[src/rtl/sif_xa_arbiter.sv]
// sif_xa_arbiter: round-robin sequencer sharing the single SIF XA access
// port between N_REQ requesters. One transaction at a time; reads hold the
// bus for RD_LAT cycles and return data to the requester that issued them.
module sif_xa_arbiter #(
  parameter int N_REQ  = 4,
  parameter int AW     = 16,
  parameter int DW     = 16,
  parameter int RD_LAT = 2
) (
  input  logic                clk,
  input  logic                rst_n,
  input  logic [N_REQ-1:0]    req,
  input  logic [N_REQ-1:0]    req_we,
  input  logic [N_REQ*AW-1:0] req_addr,
  input  logic [N_REQ*DW-1:0] req_wdata,
  output logic [N_REQ-1:0]    gnt,
  output logic [N_REQ-1:0]    rsp_valid,
  output logic [DW-1:0]       rsp_rdata,
  output logic                xa_wr_s,
  output logic                xa_rd_s,
  output logic [AW-1:0]       xa_addr,
  output logic [DW-1:0]       xa_data_wr,
  input  logic [DW-1:0]       xa_data_rd,
  output logic                busy
);

  localparam int IW = (N_REQ > 1) ? $clog2(N_REQ) : 1;
  localparam int SW = IW + 1;
  localparam int CW = 4;
  localparam logic [SW-1:0] NREQ_S = SW'(N_REQ);
  localparam logic [CW-1:0] LAT_LOAD = CW'(RD_LAT - 1);
  localparam logic [IW-1:0] LAST_IDX = IW'(N_REQ - 1);

  typedef enum logic [1:0] {
    IDLE    = 2'd0,
    ISSUE   = 2'd1,
    WAIT_RD = 2'd2,
    RESP    = 2'd3
  } state_e;

  state_e          state_q, state_d;
  logic [IW-1:0]   ptr_q, ptr_d;
  logic [IW-1:0]   owner_q, owner_d;
  logic [CW-1:0]   cnt_q, cnt_d;
  logic            we_q, we_d;
  logic [N_REQ-1:0] gnt_q, gnt_d;
  logic [N_REQ-1:0] rsp_valid_q, rsp_valid_d;
  logic [DW-1:0]   rdata_q, rdata_d;
  logic            wr_s_q, wr_s_d;
  logic            rd_s_q, rd_s_d;
  logic [AW-1:0]   addr_q, addr_d;
  logic [DW-1:0]   wdata_q, wdata_d;
  logic            busy_q, busy_d;

  // Arbitration signals: requests rotated so that ptr sits at bit 0
  logic [N_REQ-1:0] req_rot;
  logic [IW-1:0]    win_off;
  logic [SW-1:0]    win_sum;
  logic [IW-1:0]    win_idx;
  logic             win_any;
  logic [AW-1:0]    win_addr;
  logic [DW-1:0]    win_wdata;
  logic             win_we;

  // Round-robin pick: lowest set bit of the rotated vector, mapped back to
  // an absolute requester index by adding ptr modulo N_REQ.
  always_comb begin
    req_rot = N_REQ'({req, req} >> ptr_q);
    win_off = '0;
    win_any = 1'b0;
    for (int k = N_REQ - 1; k >= 0; k--) begin
      if (req_rot[k]) begin
        win_off = IW'(k);
        win_any = 1'b1;
      end
    end
    win_sum = {1'b0, ptr_q} + {1'b0, win_off};
    if (win_sum >= NREQ_S) begin
      win_sum = win_sum - NREQ_S;
    end
    win_idx   = win_sum[IW-1:0];
    win_we    = req_we[win_idx];
    win_addr  = req_addr[int'(win_idx) * AW +: AW];
    win_wdata = req_wdata[int'(win_idx) * DW +: DW];
  end

  // Next-state and registered-output logic; strobes/valids default low,
  // bus address/data and read data hold their last values.
  always_comb begin
    state_d     = state_q;
    ptr_d       = ptr_q;
    owner_d     = owner_q;
    cnt_d       = cnt_q;
    we_d        = we_q;
    gnt_d       = '0;
    rsp_valid_d = '0;
    wr_s_d      = 1'b0;
    rd_s_d      = 1'b0;
    addr_d      = addr_q;
    wdata_d     = wdata_q;
    rdata_d     = rdata_q;

    case (state_q)
      IDLE: begin
        if (win_any) begin
          owner_d = win_idx;
          we_d    = win_we;
          addr_d  = win_addr;
          wdata_d = win_wdata;
          gnt_d   = N_REQ'(1) << win_idx;
          wr_s_d  = win_we;
          rd_s_d  = ~win_we;
          state_d = ISSUE;
        end
      end
      ISSUE: begin
        ptr_d = (owner_q == LAST_IDX) ? '0 : owner_q + 1'b1;
        if (we_q) begin
          state_d = IDLE;
        end else begin
          cnt_d   = LAT_LOAD;
          state_d = WAIT_RD;
        end
      end
      WAIT_RD: begin
        if (cnt_q == '0) begin
          rdata_d     = xa_data_rd;
          rsp_valid_d = N_REQ'(1) << owner_q;
          state_d     = RESP;
        end else begin
          cnt_d = cnt_q - 1'b1;
        end
      end
      RESP: begin
        state_d = IDLE;
      end
      default: begin
        state_d = IDLE;
      end
    endcase

    busy_d = (state_d != IDLE);
  end

  // State, pointer and output registers; reset clears everything, which
  // also abandons any read in flight.
  always_ff @(posedge clk or negedge rst_n) begin
    if (!rst_n) begin
      state_q     <= IDLE;
      ptr_q       <= '0;
      owner_q     <= '0;
      cnt_q       <= '0;
      we_q        <= 1'b0;
      gnt_q       <= '0;
      rsp_valid_q <= '0;
      rdata_q     <= '0;
      wr_s_q      <= 1'b0;
      rd_s_q      <= 1'b0;
      addr_q      <= '0;
      wdata_q     <= '0;
      busy_q      <= 1'b0;
    end else begin
      state_q     <= state_d;
      ptr_q       <= ptr_d;
      owner_q     <= owner_d;
      cnt_q       <= cnt_d;
      we_q        <= we_d;
      gnt_q       <= gnt_d;
      rsp_valid_q <= rsp_valid_d;
      rdata_q     <= rdata_d;
      wr_s_q      <= wr_s_d;
      rd_s_q      <= rd_s_d;
      addr_q      <= addr_d;
      wdata_q     <= wdata_d;
      busy_q      <= busy_d;
    end
  end

  assign gnt        = gnt_q;
  assign rsp_valid  = rsp_valid_q;
  assign rsp_rdata  = rdata_q;
  assign xa_wr_s    = wr_s_q;
  assign xa_rd_s    = rd_s_q;
  assign xa_addr    = addr_q;
  assign xa_data_wr = wdata_q;
  assign busy       = busy_q;

`ifndef SYNTHESIS
  // Structural invariants of the sequencer
  a_strobe_excl : assert property (@(posedge clk) disable iff (!rst_n)
    !(wr_s_q && rd_s_q));
  a_gnt_onehot : assert property (@(posedge clk) disable iff (!rst_n)
    $onehot0(gnt_q));
  a_gnt_in_issue : assert property (@(posedge clk) disable iff (!rst_n)
    (gnt_q != '0) |-> (state_q == ISSUE));
  a_rsp_onehot : assert property (@(posedge clk) disable iff (!rst_n)
    $onehot0(rsp_valid_q));
  a_rsp_in_resp : assert property (@(posedge clk) disable iff (!rst_n)
    (rsp_valid_q != '0) |-> (state_q == RESP));
  a_busy_state : assert property (@(posedge clk) disable iff (!rst_n)
    busy_q == (state_q != IDLE));
`endif

endmodule

[config.mk]
export PLATFORM = sky130hd
export DESIGN_NAME = sif_xa_arbiter
export DESIGN_NICKNAME = d
export VERILOG_FILES = /design/src/rtl/sif_xa_arbiter.sv
export SDC_FILE = /design/constraint.sdc
export NUM_CORES = 1
export LEC_CHECK = 0
export CORE_UTILIZATION = 40
export DETAILED_ROUTE_END_ITERATION = 8
export GPL_ROUTABILITY_DRIVEN = 0
export GPL_TIMING_DRIVEN = 0
export MAX_ROUTING_LAYER = met4
export PLACE_DENSITY = 0.81
export SYNTH_ARGS = -nofsm -noshare
export SYNTH_HDL_FRONTEND = slang
export SYNTH_SLANG_ARGS = --single-unit
[constraint.sdc]
create_clock -name clk -period 5.44 [get_ports clk]
set_clock_uncertainty 0.1 [all_clocks]
set_input_delay 1.36 -clock clk [delete_from_list [all_inputs] [get_ports clk]]
set_output_delay 1.36 -clock clk [all_outputs]
set_load 0.01 [all_outputs]
# Word-level counts from Yosys, hierarchy flattened
# Cells that the tools add are included.
classes:
  reduce_logical: 7
  n_div: 0
  bitwise_logic: 1
  muxes: 27
  multipliers: 0
  n_shift: 5
  n_lt_le_gt_ge: 2
  eq_ne: 6
  add_sub_neg: 4
op_table:
  columns: ["cell", "count"]
  rows:
  - ["64-bit by 7-bit indexed part select with 16-bit output", 2]
  - ["4-bit 2-to-1 mux", 6]
  - ["2-bit 2-to-1 mux", 9]
  - ["1-bit 2-to-1 mux", 9]
  - ["2-bit one-hot mux with 4 select lines", 1]
  - ["4-bit one-hot mux with 2 select lines", 1]
  - ["1-bit by 2-bit left shift with 4-bit output (first input constant)", 2]
  - ["8-bit by 2-bit >> shifter with 4-bit output", 1]
  - ["2-bit == test (second input constant)", 3]
  - ["4-bit logical NOT", 1]
  - ["2-bit != test (second input constant)", 2]
  - ["2-bit AND reduction", 2]
  - ["2-bit nonzero test", 2]
  - ["4-bit by 1-bit subtractor with 4-bit output (second input constant)", 1]
  - ["2-bit by 2-bit adder with 3-bit output", 1]
  - ["3-bit >= comparator (second input constant)", 1]
  - ["2-bit by 3-bit less-than comparator with 1-bit output (second input constant)", 1]
  - ["3-bit AND reduction", 1]
  - ["2-bit by 1-bit adder with 2-bit output (second input constant)", 1]
  - ["1-bit binary-select mux with 2-bit select", 1]
  - ["2-bit by 1-bit == test with 1-bit output (second input constant)", 1]
  - ["2-bit logical NOT", 1]
  - ["2-bit by 1-bit subtractor with 2-bit output (second input constant)", 1]
  - ["1-bit NOT", 1]
word_totals:
  mem_bits_ro: 0
  regBits: 70
  elab_cells: 65
  mem_bits_rw: 0
  output_inout_bits: 59
  memories: 0
  latch_bits: 0
  input_bits: 154

# Longest topological paths before layout
# Gate-level depths: netlist of run 1.
depth:
  ltp_word: 13
  ltp_mapped: 12
  mapped_depth_nobuf: 10

# Least setup slack after synthesis of run 1
# No wires, ideal clock.
synth_timing:
  kind: "input to register"
  start: "input req[2]"
  end: "register addr_q[10] (netlist: xa_addr[10])"
  slack_ps: 1870
  required_time_ps: 5248
  path_buffers: 4
  path_stages: 12
  setup_ps: 92
  arrival_ps: 3377
  cell_sequence: "buf_2 > nor2b_1 > a21oi_1 > nor2_1 > a21oi_1 > a21oi_1 > ha_1 > clkbuf_1 > clkbuf_1 > clkbuf_1 > a221oi_1 > o31ai_2"
synth_via:
  elab_chain_cells: 9
  elab_cells_between_ends: 15
  cone_classes: "add/sub: 2; order compare: 1; shift: 2; mux: 9; reduce/logical: 1"
synth_lines:
  columns: ["element", "line", "rtl"]
  rows:
  - ["start, declared", "12", "input logic [N_REQ-1:0] req,"]
  - ["8-bit by 2-bit >> shifter with 4-bit output (*)", "68", "req_rot = N_REQ'({req, req} >> ptr_q);"]
  - ["2-bit 2-to-1 mux (3 in a row)", "72", "if (req_rot[k]) begin"]
  - ["2-bit 2-to-1 mux (*)", "72", null]
  - ["2-bit by 2-bit adder with 3-bit output (*)", "77", "win_sum = {1'b0, ptr_q} + {1'b0, win_off};"]
  - ["3-bit >= comparator or 2-bit by 1-bit subtractor with 2-bit output (tied branches)", "78, 79", null]
  - ["2-bit 2-to-1 mux (*)", "78", "if (win_sum >= NREQ_S) begin"]
  - ["via win_sum[0]", "58", "logic [SW-1:0] win_sum;"]
  - ["64-bit by 7-bit indexed part select with 16-bit output (*)", "83", "win_addr = req_addr[int'(win_idx) * AW +: AW];"]
  - ["end signal, assigned", "173", "addr_q <= addr_d;"]
  - ["end, declared", "51", "logic [AW-1:0] addr_q, addr_d;"]
# The timed path passes the listed nets; every way through them passes the cells marked *.
# A chain may end at the register's enable or synchronous reset.

# Worst setup path after layout of run 1
layout_timing:
  start: "input req[1]"
  end: "register wdata_q[2] (netlist: xa_data_wr[2])"
layout_via:
  elab_chain_cells: 9
  elab_cells_between_ends: 15
  cone_classes: "add/sub: 2; order compare: 1; shift: 2; mux: 9; reduce/logical: 1"
layout_lines:
  columns: ["element", "line", "rtl"]
  rows:
  - ["8-bit by 2-bit >> shifter with 4-bit output (*)", "68", null]
  - ["2-bit 2-to-1 mux (3 in a row)", "72", null]
  - ["2-bit 2-to-1 mux (*)", "72", null]
  - ["2-bit by 2-bit adder with 3-bit output (*)", "77", null]
  - ["3-bit >= comparator or 2-bit by 1-bit subtractor with 2-bit output (tied branches)", "78, 79", null]
  - ["2-bit 2-to-1 mux (*)", "78", null]
  - ["via win_sum[0]", "58", null]
  - ["64-bit by 7-bit indexed part select with 16-bit output (*)", "84", "win_wdata = req_wdata[int'(win_idx) * DW +: DW];"]
  - ["end signal, assigned", "174", "wdata_q <= wdata_d;"]
  - ["end, declared", "52", "logic [DW-1:0] wdata_q, wdata_d;"]
# Marked as above.

==> results.md, run 1 <==
- Yosys top cell area share: 0.4000
- Vias per cell: 5.526
- Die Footprint: 0.01137 mm^2
- GRT Util Overall: 0.2612
- CP Launch Type: input port
- Clock Power Share: 0.116
- Multi-input logic area: 0.002382 mm^2
- Total CTS buffers: 9
- Leakage: about 2.7 nW
- Initial antenna violation count: 0
- Root Driver: clkbuf_8
- Layout cells sized above 1: 0.1612
- Adder-cell share of the synthesized area: 0.02000
- Seq cells post-synth: 70
- CTS sink count: 70
- Fillcell total: 856
- P&R area growth vs syn: 57.29%
- WS Path Type: input port to register
- Crit share post-route: 0.8261
- Count of final hold-check violations: 0
- RSZ-0062 raised after global routing: no
- Synth Area in Compound Gates: 0.2811
- H-tree levels: 3
- Nets@finish: 795
- Hold WC Path Type: register to register
- Initial core utilization: 0.4186
- Part of the power in registers: 0.208
- Dpl hpwl: 10780 um
- Setup ws final: 0.9460 ns
- Seq/Total Area, Yosys: 0.4000
- Number of global-route vias before repair: 4370
- Die height: 106.6 um
- P_sw: about 2.0 mW
- Slew headroom: 0.4030
- Syn Area/Cell: roughly 11 um^2
- TNS Setup: 0 ns
- Grt ovf: 0
- Cell taking the most area after synthesis: dfrtp_1
- First-pass GRT wire length: ~22000 um
- Post-Synth XOR/XNOR Area: 0.004000
- Primary FF master, synth: dfrtp_1
- 1st-pass router iterations: 5
- Top post-synthesis cells by area: dfrtp_1 40%, nor2b_1 9.9%, a2111oi_2 6.9%, a221oi_1 6.6%, o31ai_2 5.4%
- Worst IR drop on VDD: 0.3130 mV
- IO Count: 213
- Final core utilization: 0.6583
- Crit path max fanout: 10
- Final min period: 4.494 ns
- Status: finished clean
- CP Data Arrival Time: 4.64 ns
- Gate power share: 0.676
- Synth Net Count: 574
- Cell count after synthesis: 413
- Max Buffers Root-to-Sink: 2
- Drt initial violations: around 270
- EDFF count, synth: 0
- Register area: roughly 0.0018 mm^2
- Antenna-violating nets left: 0
- Ys async rst share: 1.000
- Row count: 37
- Clock Latency Late Sink: 0.35 ns
- Drt wl/cell: 18.43 um
- Total wire length: 14280 um
- Multiplexer share of the synthesized area: 0.04600
- Core Region: 0.01046 mm^2
- Pwr Density: 640.4 mW/mm^2
- Dpl ws: 0.5826 ns
- Largest net degree at the start of global routing: 71
- Switching Fraction: 0.4573
- Setup Buffers After CTS: 0
- Worst EP required: between 5 and 6 ns
- Number of max-cap violations: 0
- Max-slew violations: 0
- IO buf count: 210
- Clock transition at path regs: 0.09 ns
- Vias after detailed routing: 4283
- Slew @ Worst Pin: between 0.8 and 0.9 ns
- YS warnings: 0
- Post-synthesis simple-gate area fraction: 0.1929
- CTS resizes: 0
- Number of diodes: 0
- Post-CTS Hold Fix Bufs: 0
- Synthesized area: 0.004379 mm^2
- Post-synth cell types: 47
- CP endpoint kind: register
- Setup violators final: 0
- DIE WIDTH: roughly 110 um
- Fmax: about 220 MHz
- CTS tree: done
- # DRC: 0
- Cell Int Power: 2.394 mW
- Main combinational cell family by area after synthesis: compound AO/OA/AOI/OAI gates
[power by group through the flow]
stage	logic [mW]	registers, mW	clock network [mW]
detailed placement	2.98	0.926	0
global placement	2.90	0.912	0
finish	2.98	0.919	0.510
global route	3.25	0.948	0.537
CTS	3.00	0.920	0.516
floorplan	1.84	0.995	0
[state kept, by name, indices dropped and copies added, names as in the netlist, 2 cells and up]
register	cells
rsp_rdata	16
cnt_q	4
state_q	2
gnt	4
xa_addr	16
rsp_valid	4
ptr_q	2
owner_q	2
xa_data_wr	16
[worst paths after layout]
| path | from | to | slack, ns | cells past startpoint |
|---|---|---|---|---|
| max | req[1] | xa_data_wr[2] | 0.95 | 12 |
| min | xa_data_wr[11] | xa_data_wr[11] | 0.38 | 2 |
| max reg2reg | ptr_q[1] | xa_data_wr[2] | 2.03 | 12 |
| min reg2reg | xa_data_wr[11] | xa_data_wr[11] | 0.38 | 2 |
| max in group asynchronous | rst_n | we_q | 3.62 | 1 |
| min in group asynchronous | rst_n | busy | 1.04 | 1 |
[critical path, cell delays in order]
cell and delay, ns:
clkdlybuf4s50_1 0.64, nand2b_1 0.11, a21oi_1 0.15, nor2_1 0.05
a21oi_1 0.12, a21oi_1 0.10, ha_1 0.30, clkbuf_1 0.43
clkbuf_1 0.53, buf_2 0.42, a221oi_1 0.16, o31ai_1 0.26
[synthesized netlist by cell type, types with 2 or more instances]
library cell,n
nor2b_1,69
nand2b_1,7
mux2_2,17
nand2_1,44
clkbuf_1,18
buf_2,11
and3_1,4
dfrtp_1,70
a2111oi_2,20
buf_6,5
a21oi_1,5
nor3_1,7
inv_1,5
a221oi_1,33
o21ai_0,5
o31ai_1,16
ha_1,7
nor2_1,8
buf_4,3
a2111oi_0,13
nand3_1,2
o31ai_2,19
[routing by layer]
metal	GRT usage	routed length (um)	vias up
met1	0.3030	5738	2055
met2	0.4585	7317	205
met4	0.07045	177	0
li1	-	-	2007
met3	0.05410	1049	16
met5	-	0	-
[layout by cell type (no fill, tap or decap), types with 3 or more instances in the layout]
master,count
o21ai_0,5
a2111oi_2,20
a21oi_1,5
a221oi_1,33
nor3_1,7
mux2_2,17
buf_4,4
buf_2,11
o31ai_1,16
and3_1,4
ha_1,7
nor2_1,8
buf_6,5
inv_1,5
clkbuf_1,20
clkbuf_8,10
o31ai_2,19
nand2b_1,7
dfrtp_1,70
bufinv_16,3
clkdlybuf4s50_1,209
a2111oi_0,13
nor2b_1,69
nand2_1,44
[cell type report]
cell class / count / share of cell area
sequential: 70 / 0.2543
timing repair buffer: 210 / 0.3048
buffer: 40 / 0.03288
clock inverter: 5 / 0.01562
multi-input combinational: 298 / 0.3459
tap: 136 / 0.02470
clock buffer: 11 / 0.01907
inverter: 5 / 0.002725
[kinds of logic after synthesis]
family | Yosys count
adder cells (fa/ha/maj) | 7
flip-flops | 70
buffers and inverters | 45
AO/OA/AOI/OAI | 121
multiplexers | 18
XOR/XNOR | 2
AND/OR/NAND/NOR | 150
[stage by stage]
stage	hold slack (ns)	std cells	cell area, um^2	total power, mW
floorplan	0.3662	413	4379	2.839
global placement	0.3633	759	6651	3.811
detailed placement	0.3649	759	6649	3.906
CTS	0.3839	775	6888	4.432
global route	0.4144	775	6888	4.733
finish	0.3824	775	6888	4.411
(Power assumes the default switching activity.)
==> run 2, diff against run 1 <==
--- a/config.mk
+++ b/config.mk
@@ -5,12 +5,12 @@
 export SDC_FILE = /design/constraint.sdc
 export NUM_CORES = 1
 export LEC_CHECK = 0
-export CORE_UTILIZATION = 40
+export CORE_UTILIZATION = 37
 export DETAILED_ROUTE_END_ITERATION = 8
 export GPL_ROUTABILITY_DRIVEN = 0
 export GPL_TIMING_DRIVEN = 0
 export MAX_ROUTING_LAYER = met4
-export PLACE_DENSITY = 0.81
+export PLACE_DENSITY = 0.79
 export SYNTH_ARGS = -nofsm -noshare
 export SYNTH_HDL_FRONTEND = slang
 export SYNTH_SLANG_ARGS = --single-unit
==> constraint.sdc (replaced) <==
create_clock -name clk -period 4.1 [get_ports clk]
set_clock_uncertainty 0.1 [all_clocks]
set_input_delay 1.025 -clock clk [delete_from_list [all_inputs] [get_ports clk]]
set_output_delay 1.025 -clock clk [all_outputs]
set_load 0.01 [all_outputs]
==> run 2 against run 1 <==
Register-to-register slack worse by 1.0 ns. Wire length shrank 1.1%. Flip-flop and latch count is the same. Highest routed layer unchanged. Core utilization shrank 5.2 points.
==> results.md, run 2 (same netlist as run 1, synthesis figures left out) <==
- CP Data Arrival Time: 3.94 ns (-0.70 ns)
- WS Path Type: input port to register
- Final core utilization: 0.6062 (-0.05212)
- Initial antenna violation count: 0 (unchanged)
- Number of diodes: 0 (unchanged)
- Layout cells sized above 1: 0.1711 (+0.009925)
- Slowest stage delay, CP: 0.64 ns (about the same)
- Total Power: 5.930 mW (+34%)
- 1st-pass router iterations: 4 (-1)
- Crit share post-route: 0.9395
- Hold WC Path Type: register to register
- P&R area growth vs syn: 58.74%
- Leakage: 2.705 nW (+1.5%)
- Fin area: 0.006952 mm^2 (+0.93%)
- GRT Util Overall: 0.2411 (-0.02005)
- Max Buffers Root-to-Sink: 2 (unchanged)
- CP endpoint kind: register
- Worst reg-to-reg setup slack: 1.03 ns (-1.00 ns)
- Most frequent cells in the layout: 209 x clkdlybuf4s50_1, 70 x dfrtp_1, 69 x nor2b_1, 44 x nand2_1, 33 x a221oi_1
- Clock transition at path regs: 0.06 ns (-0.03 ns)
- Worst EP required: 4.19 ns (-1.40 ns)
- Commonest non-fill, non-tap cell in the layout: clkdlybuf4s50_1
- H-tree levels: 3 (unchanged)
- Slowest cell on crit path: clkdlybuf4s50_1
- # DRC: 0 (unchanged)
- Drt wl/cell: 18.12 um (-1.7%)
- Total CTS buffers: 9 (unchanged)
- Count of final hold-check violations: 0 (unchanged)
- TNS Setup: 0 ns (unchanged)
- Drt initial violations: 186 (-30%)
- DIE WIDTH: 110.8 um (+3.9%)
- RSZ-0062 raised after global routing: no
- Initial core utilization: 0.3819 (-0.03667)
- Grt ovf: 0 (unchanged)
- Total wire length: 14130 um (-1.1%)
- Cell mode on critical path: a21oi_1
- Cell Chain, Critical Path: clkdlybuf4s50_1 -> nand2b_1 -> a21oi_1 -> nor3_1 -> a21oi_1 -> ha_1 -> xor2_1 -> nand4_2 -> buf_2 -> a221oi_1 -> o31ai_2
- Core Region: 0.01147 mm^2 (+9.6%)
- Dpl hpwl: 10850 um (+0.70%)
- Setup violators final: 0 (unchanged)
- Die height: 110.8 um (+3.9%)
- Post-CTS Hold Fix Bufs: 0 (unchanged)
- Slew headroom: 0.4122 (+0.009241)
- Placed Area: 0.006658 mm^2 (+0.13%)
- Crit path max fanout: 10 (unchanged)
- First-pass GRT wire length: 22760 um (+2.7%)
- CTS sink count: 70 (unchanged)
- Vias after detailed routing: 4259 (-0.56%)
- CTS tree: done
- Number of global-route vias before repair: 4416 (+1.1%)
- Die Footprint: 0.01227 mm^2 (+8.0%)
- Final min period: around 3.9 ns
- Max-slew violations: 0 (unchanged)
- Row count: 39 (+5.4%)
- Slew @ Worst Pin: 0.8817 ns (-0.01386 ns)
- Antenna-violating nets left: 0 (unchanged)
- CP Launch Type: input port
- Vias per cell: 5.460 (-1.2%)
- Largest net degree at the start of global routing: 71 (unchanged)
- Worst IR drop on VDD: 0.4055 mV (+30%)
- Number of max-cap violations: 0 (unchanged)
- Pwr Density: 853.0 mW/mm^2 (+33%)
- CP Buf/Inv Count: 2 (-2)
- Delay-heaviest family, CP: buffers and inverters
- Clock Latency Late Sink: 0.33 ns (-0.02 ns)
- Fmax: 259.6 MHz
- Root Driver: clkbuf_16
- IO Count: 213 (unchanged)
- IO buf count: 210 (unchanged)
- Status: finished clean
- Nets@finish: 794 (-0.13%)
==> run 2: worst register-to-register path: stages, from the launching register on <==
cell and delay [ns]:
dfrtp_1 0.40, buf_6 0.15, nand2b_1 0.16, a21oi_1 0.16, nor2_1 0.05, a21oi_1 0.13, a21oi_1 0.11, ha_1 0.24
xor2_1 0.31, nand4_2 0.30, buf_2 0.28, a221oi_1 0.44, o31ai_2 0.11
==> run 2: repair_timing <==
action	4_1_cts	5_1_grt
hold endpoints to repair	0	0
gates resized for setup	2	9
buffers inserted	0	0
setup endpoints to repair	9	35
==> run 2: report_power, final <==
part	switching, mW	internal (mW)	total, mW
combinational	2.18	1.76	3.94
clock	0.286	0.482	0.768
sequential	0.197	1.03	1.22
==> run 2: final timing paths <==
check                                 from  cells past startpoint          to
worst max-delay path                req[1]                     11  xa_addr[1]
worst min-delay path            xa_addr[7]                      2  xa_addr[7]
worst max register to register    ptr_q[1]                     12  xa_addr[1]
worst min register to register  xa_addr[7]                      2  xa_addr[7]
max in group asynchronous            rst_n                      1  xa_addr[4]
min in group asynchronous            rst_n                      1      gnt[2]
==> run 2: stage by stage <==
| stage | setup WS [ns] | cells | hold WS, ns |
|---|---|---|---|
| global route | 0.05032 | 780 | 0.3968 |
| global placement | -0.3870 | 766 | 0.3667 |
| floorplan | 0.8653 | 413 | 0.3662 |
| finish | 0.2479 | 780 | 0.3818 |
| detailed placement | -0.4022 | 766 | 0.3729 |
| CTS | 0.03322 | 781 | 0.3836 |
==> run 2: cell type report <==
cell class              instances  area, um^2
plain buffers                  39       230.2
clock buffers                  11       242.7
clock inverters                 4       47.55
fillers                       970        4516
inverters                       5       18.77
multi-input cells             298        2382
flip-flops and latches         70        1752
well taps                     143       178.9
repair buffers                210        2100
==> run 2: metal layers <==
metal	track usage	wire length (um)	vias to the layer above
met5	-	0	-
met1	0.2774	5669	2028
li1	-	-	1994
met2	0.4120	7133	207
met4	0.08978	310	0
met3	0.05194	1018	30
==> run 3, diff against run 2 <==
--- a/config.mk
+++ b/config.mk
@@ -11,6 +11,7 @@
 export GPL_TIMING_DRIVEN = 0
 export MAX_ROUTING_LAYER = met4
 export PLACE_DENSITY = 0.79
+export SKIP_CTS_REPAIR_TIMING = 1
 export SYNTH_ARGS = -nofsm -noshare
 export SYNTH_HDL_FRONTEND = slang
 export SYNTH_SLANG_ARGS = --single-unit
==> run 3 against run 2 <==
Sequential power about the same. Clock-buffer cell count unchanged. Highest routed layer unchanged. Register-to-register slack about the same. Via count about the same. Critical path type unchanged. Critical endpoint unchanged. Power down 0.10%. Worst setup slack worse by 0.0022 ns. Final cell count unchanged. Core utilization about the same.
==> results.md, run 3 (same netlist as run 1, synthesis figures left out) <==
- Slew headroom: 0.4140 (+0.001733)
- CP Launch Type: input port
- Setup ws final: 0.2457 ns (-0.002212 ns)
- Total wire length: 14120 um (about the same)
- Fin cells: 780 (unchanged)
- Layout cells sized above 1: 0.1680 (-0.003140)
- Crit path max fanout: 10 (unchanged)
- Total Power: 5.923 mW (-0.10%)
- Max Buffers Root-to-Sink: 2 (unchanged)
- Final min period: 3.854 ns (+0.002212 ns)
- Drt wl/cell: 18.10 um (about the same)
- Hold slack: 0.3818 ns (+0.000003000 ns)
- Pwr Density: 852.4 mW/mm^2 (about the same)
- Delay-heaviest family, CP: buffers and inverters
- Crit share post-route: 0.9401 (about the same)
- Number of diodes: 0 (unchanged)
- 1st-pass router iterations: 4 (unchanged)
- Drt initial violations: 186 (unchanged)
- CTS sink count: 70 (unchanged)
- Number of global-route vias before repair: 4416 (unchanged)
- Status: finished clean
- Vias after detailed routing: 4258 (-0.023%)
- Commonest non-fill, non-tap cell in the layout: clkdlybuf4s50_1
- Fmax: 259.4 MHz (about the same)
- Multi-input logic area: 0.002382 mm^2 (unchanged)
- Worst EP required: 4.19 ns (about the same)
- Number of max-cap violations: 0 (unchanged)
- GRT Util Overall: 0.2411 (unchanged)
- Core Region: 0.01147 mm^2 (unchanged)
- Antenna-violating nets left: 0 (unchanged)
- Largest net degree at the start of global routing: 71 (unchanged)
- Die height: 110.8 um (unchanged)
- Dpl hpwl: 10850 um (unchanged)
- Max-slew violations: 0 (unchanged)
- Leakage: 2.699 nW (-0.22%)
- Nets@finish: 794 (unchanged)
- CP Buf/Inv Count: 2 (unchanged)
- Clock Latency Late Sink: 0.33 ns (about the same)
- Cell Chain, Critical Path: clkdlybuf4s50_1 -> nand2b_1 -> a21oi_1 -> nor3_1 -> a21oi_1 -> ha_1 -> xor2_1 -> nand4_2 -> buf_2 -> a221oi_1 -> o31ai_2
- Count of final hold-check violations: 0 (unchanged)
- IO buf count: 210 (unchanged)
- Slew @ Worst Pin: 0.8791 ns (-0.002600 ns)
- Initial antenna violation count: 0 (unchanged)
- Root Driver: clkbuf_16
- Vias per cell: 5.459 (about the same)
- P&R area growth vs syn: 58.69% (about the same)
- IO Count: 213 (unchanged)
- CP endpoint kind: register
- Die Footprint: 0.01227 mm^2 (unchanged)
- Dpl ws: -0.4022 ns (unchanged)
- # DRC: 0 (unchanged)
- Most frequent cells in the layout: 209 x clkdlybuf4s50_1, 70 x dfrtp_1, 69 x nor2b_1, 44 x nand2_1, 33 x a221oi_1
- CTS tree: done
- Slowest stage delay, CP: 0.64 ns (about the same)
- Initial core utilization: 0.3819 (unchanged)
- WS Path Type: input port to register
- RSZ-0062 raised after global routing: no
- Setup violators final: 0 (unchanged)
- Placed cells: 766 (unchanged)
- First-pass GRT wire length: 22760 um (unchanged)
- Row count: 39 (unchanged)
- Total CTS buffers: 9 (unchanged)
- Fin area: 0.006949 mm^2 (about the same)
- Clock transition at path regs: 0.06 ns (about the same)
- Placed Area: 0.006658 mm^2 (unchanged)
- Worst IR drop on VDD: 0.4054 mV (about the same)
- H-tree levels: 3 (unchanged)
- Hold WC Path Type: register to register
- DIE WIDTH: 110.8 um (unchanged)
- Grt ovf: 0 (unchanged)
- TNS Setup: 0 ns (unchanged)
- CP Data Arrival Time: 3.94 ns (about the same)
- Final core utilization: 0.6060 (about the same)
- Slowest cell on crit path: clkdlybuf4s50_1
- Cell mode on critical path: a21oi_1
- Fillcell total: 970 (unchanged)
- Register area: 0.001752 mm^2 (unchanged)
run 3: final timing paths:
kind	slack, ns	depth (start not counted)	start	to
max	0.25	11	req[1]	xa_addr[1]
min	0.38	2	xa_addr[7]	xa_addr[7]
max reg2reg	1.03	12	ptr_q[1]	xa_addr[1]
min reg2reg	0.38	2	xa_addr[7]	xa_addr[7]
max in group asynchronous	2.61	1	rst_n	xa_addr[4]
min in group asynchronous	0.71	1	rst_n	gnt[2]
run 3: final cells by class:
class	count	area share
sequential	70	0.2521
buffer	39	0.03277
timing repair buffer	210	0.3021
inverter	5	0.002701
clock inverter	4	0.006842
tap	143	0.02575
clock buffer	11	0.03493
multi-input combinational	298	0.3428
run 3: per-layer routing:
layer,track usage,routed length (um),vias to the layer above
met5,-,0,-
li1,-,-,1995
met4,0.08978,310,0
met2,0.4120,7143,197
met3,0.05194,981,30
met1,0.2774,5682,2036
run 3: report_power, final:
part	switching (mW)	leakage [nW]	total, mW	internal, mW
Sequential	0.197	0.861	1.22	1.03
Clock	0.286	0.141	0.768	0.482
Combinational	2.18	1.70	3.93	1.75
Total	2.66	2.70	5.92	3.26
run 3: worst reg2reg max path, cell delays in order, from the launching register on:
cell,delay [ns]
dfrtp_1,0.40
buf_6,0.15
nand2b_1,0.16
a21oi_1,0.16
nor2_1,0.05
a21oi_1,0.13
a21oi_1,0.11
ha_1,0.24
xor2_1,0.31
nand4_2,0.30
buf_2,0.28
a221oi_1,0.44
o31ai_2,0.11
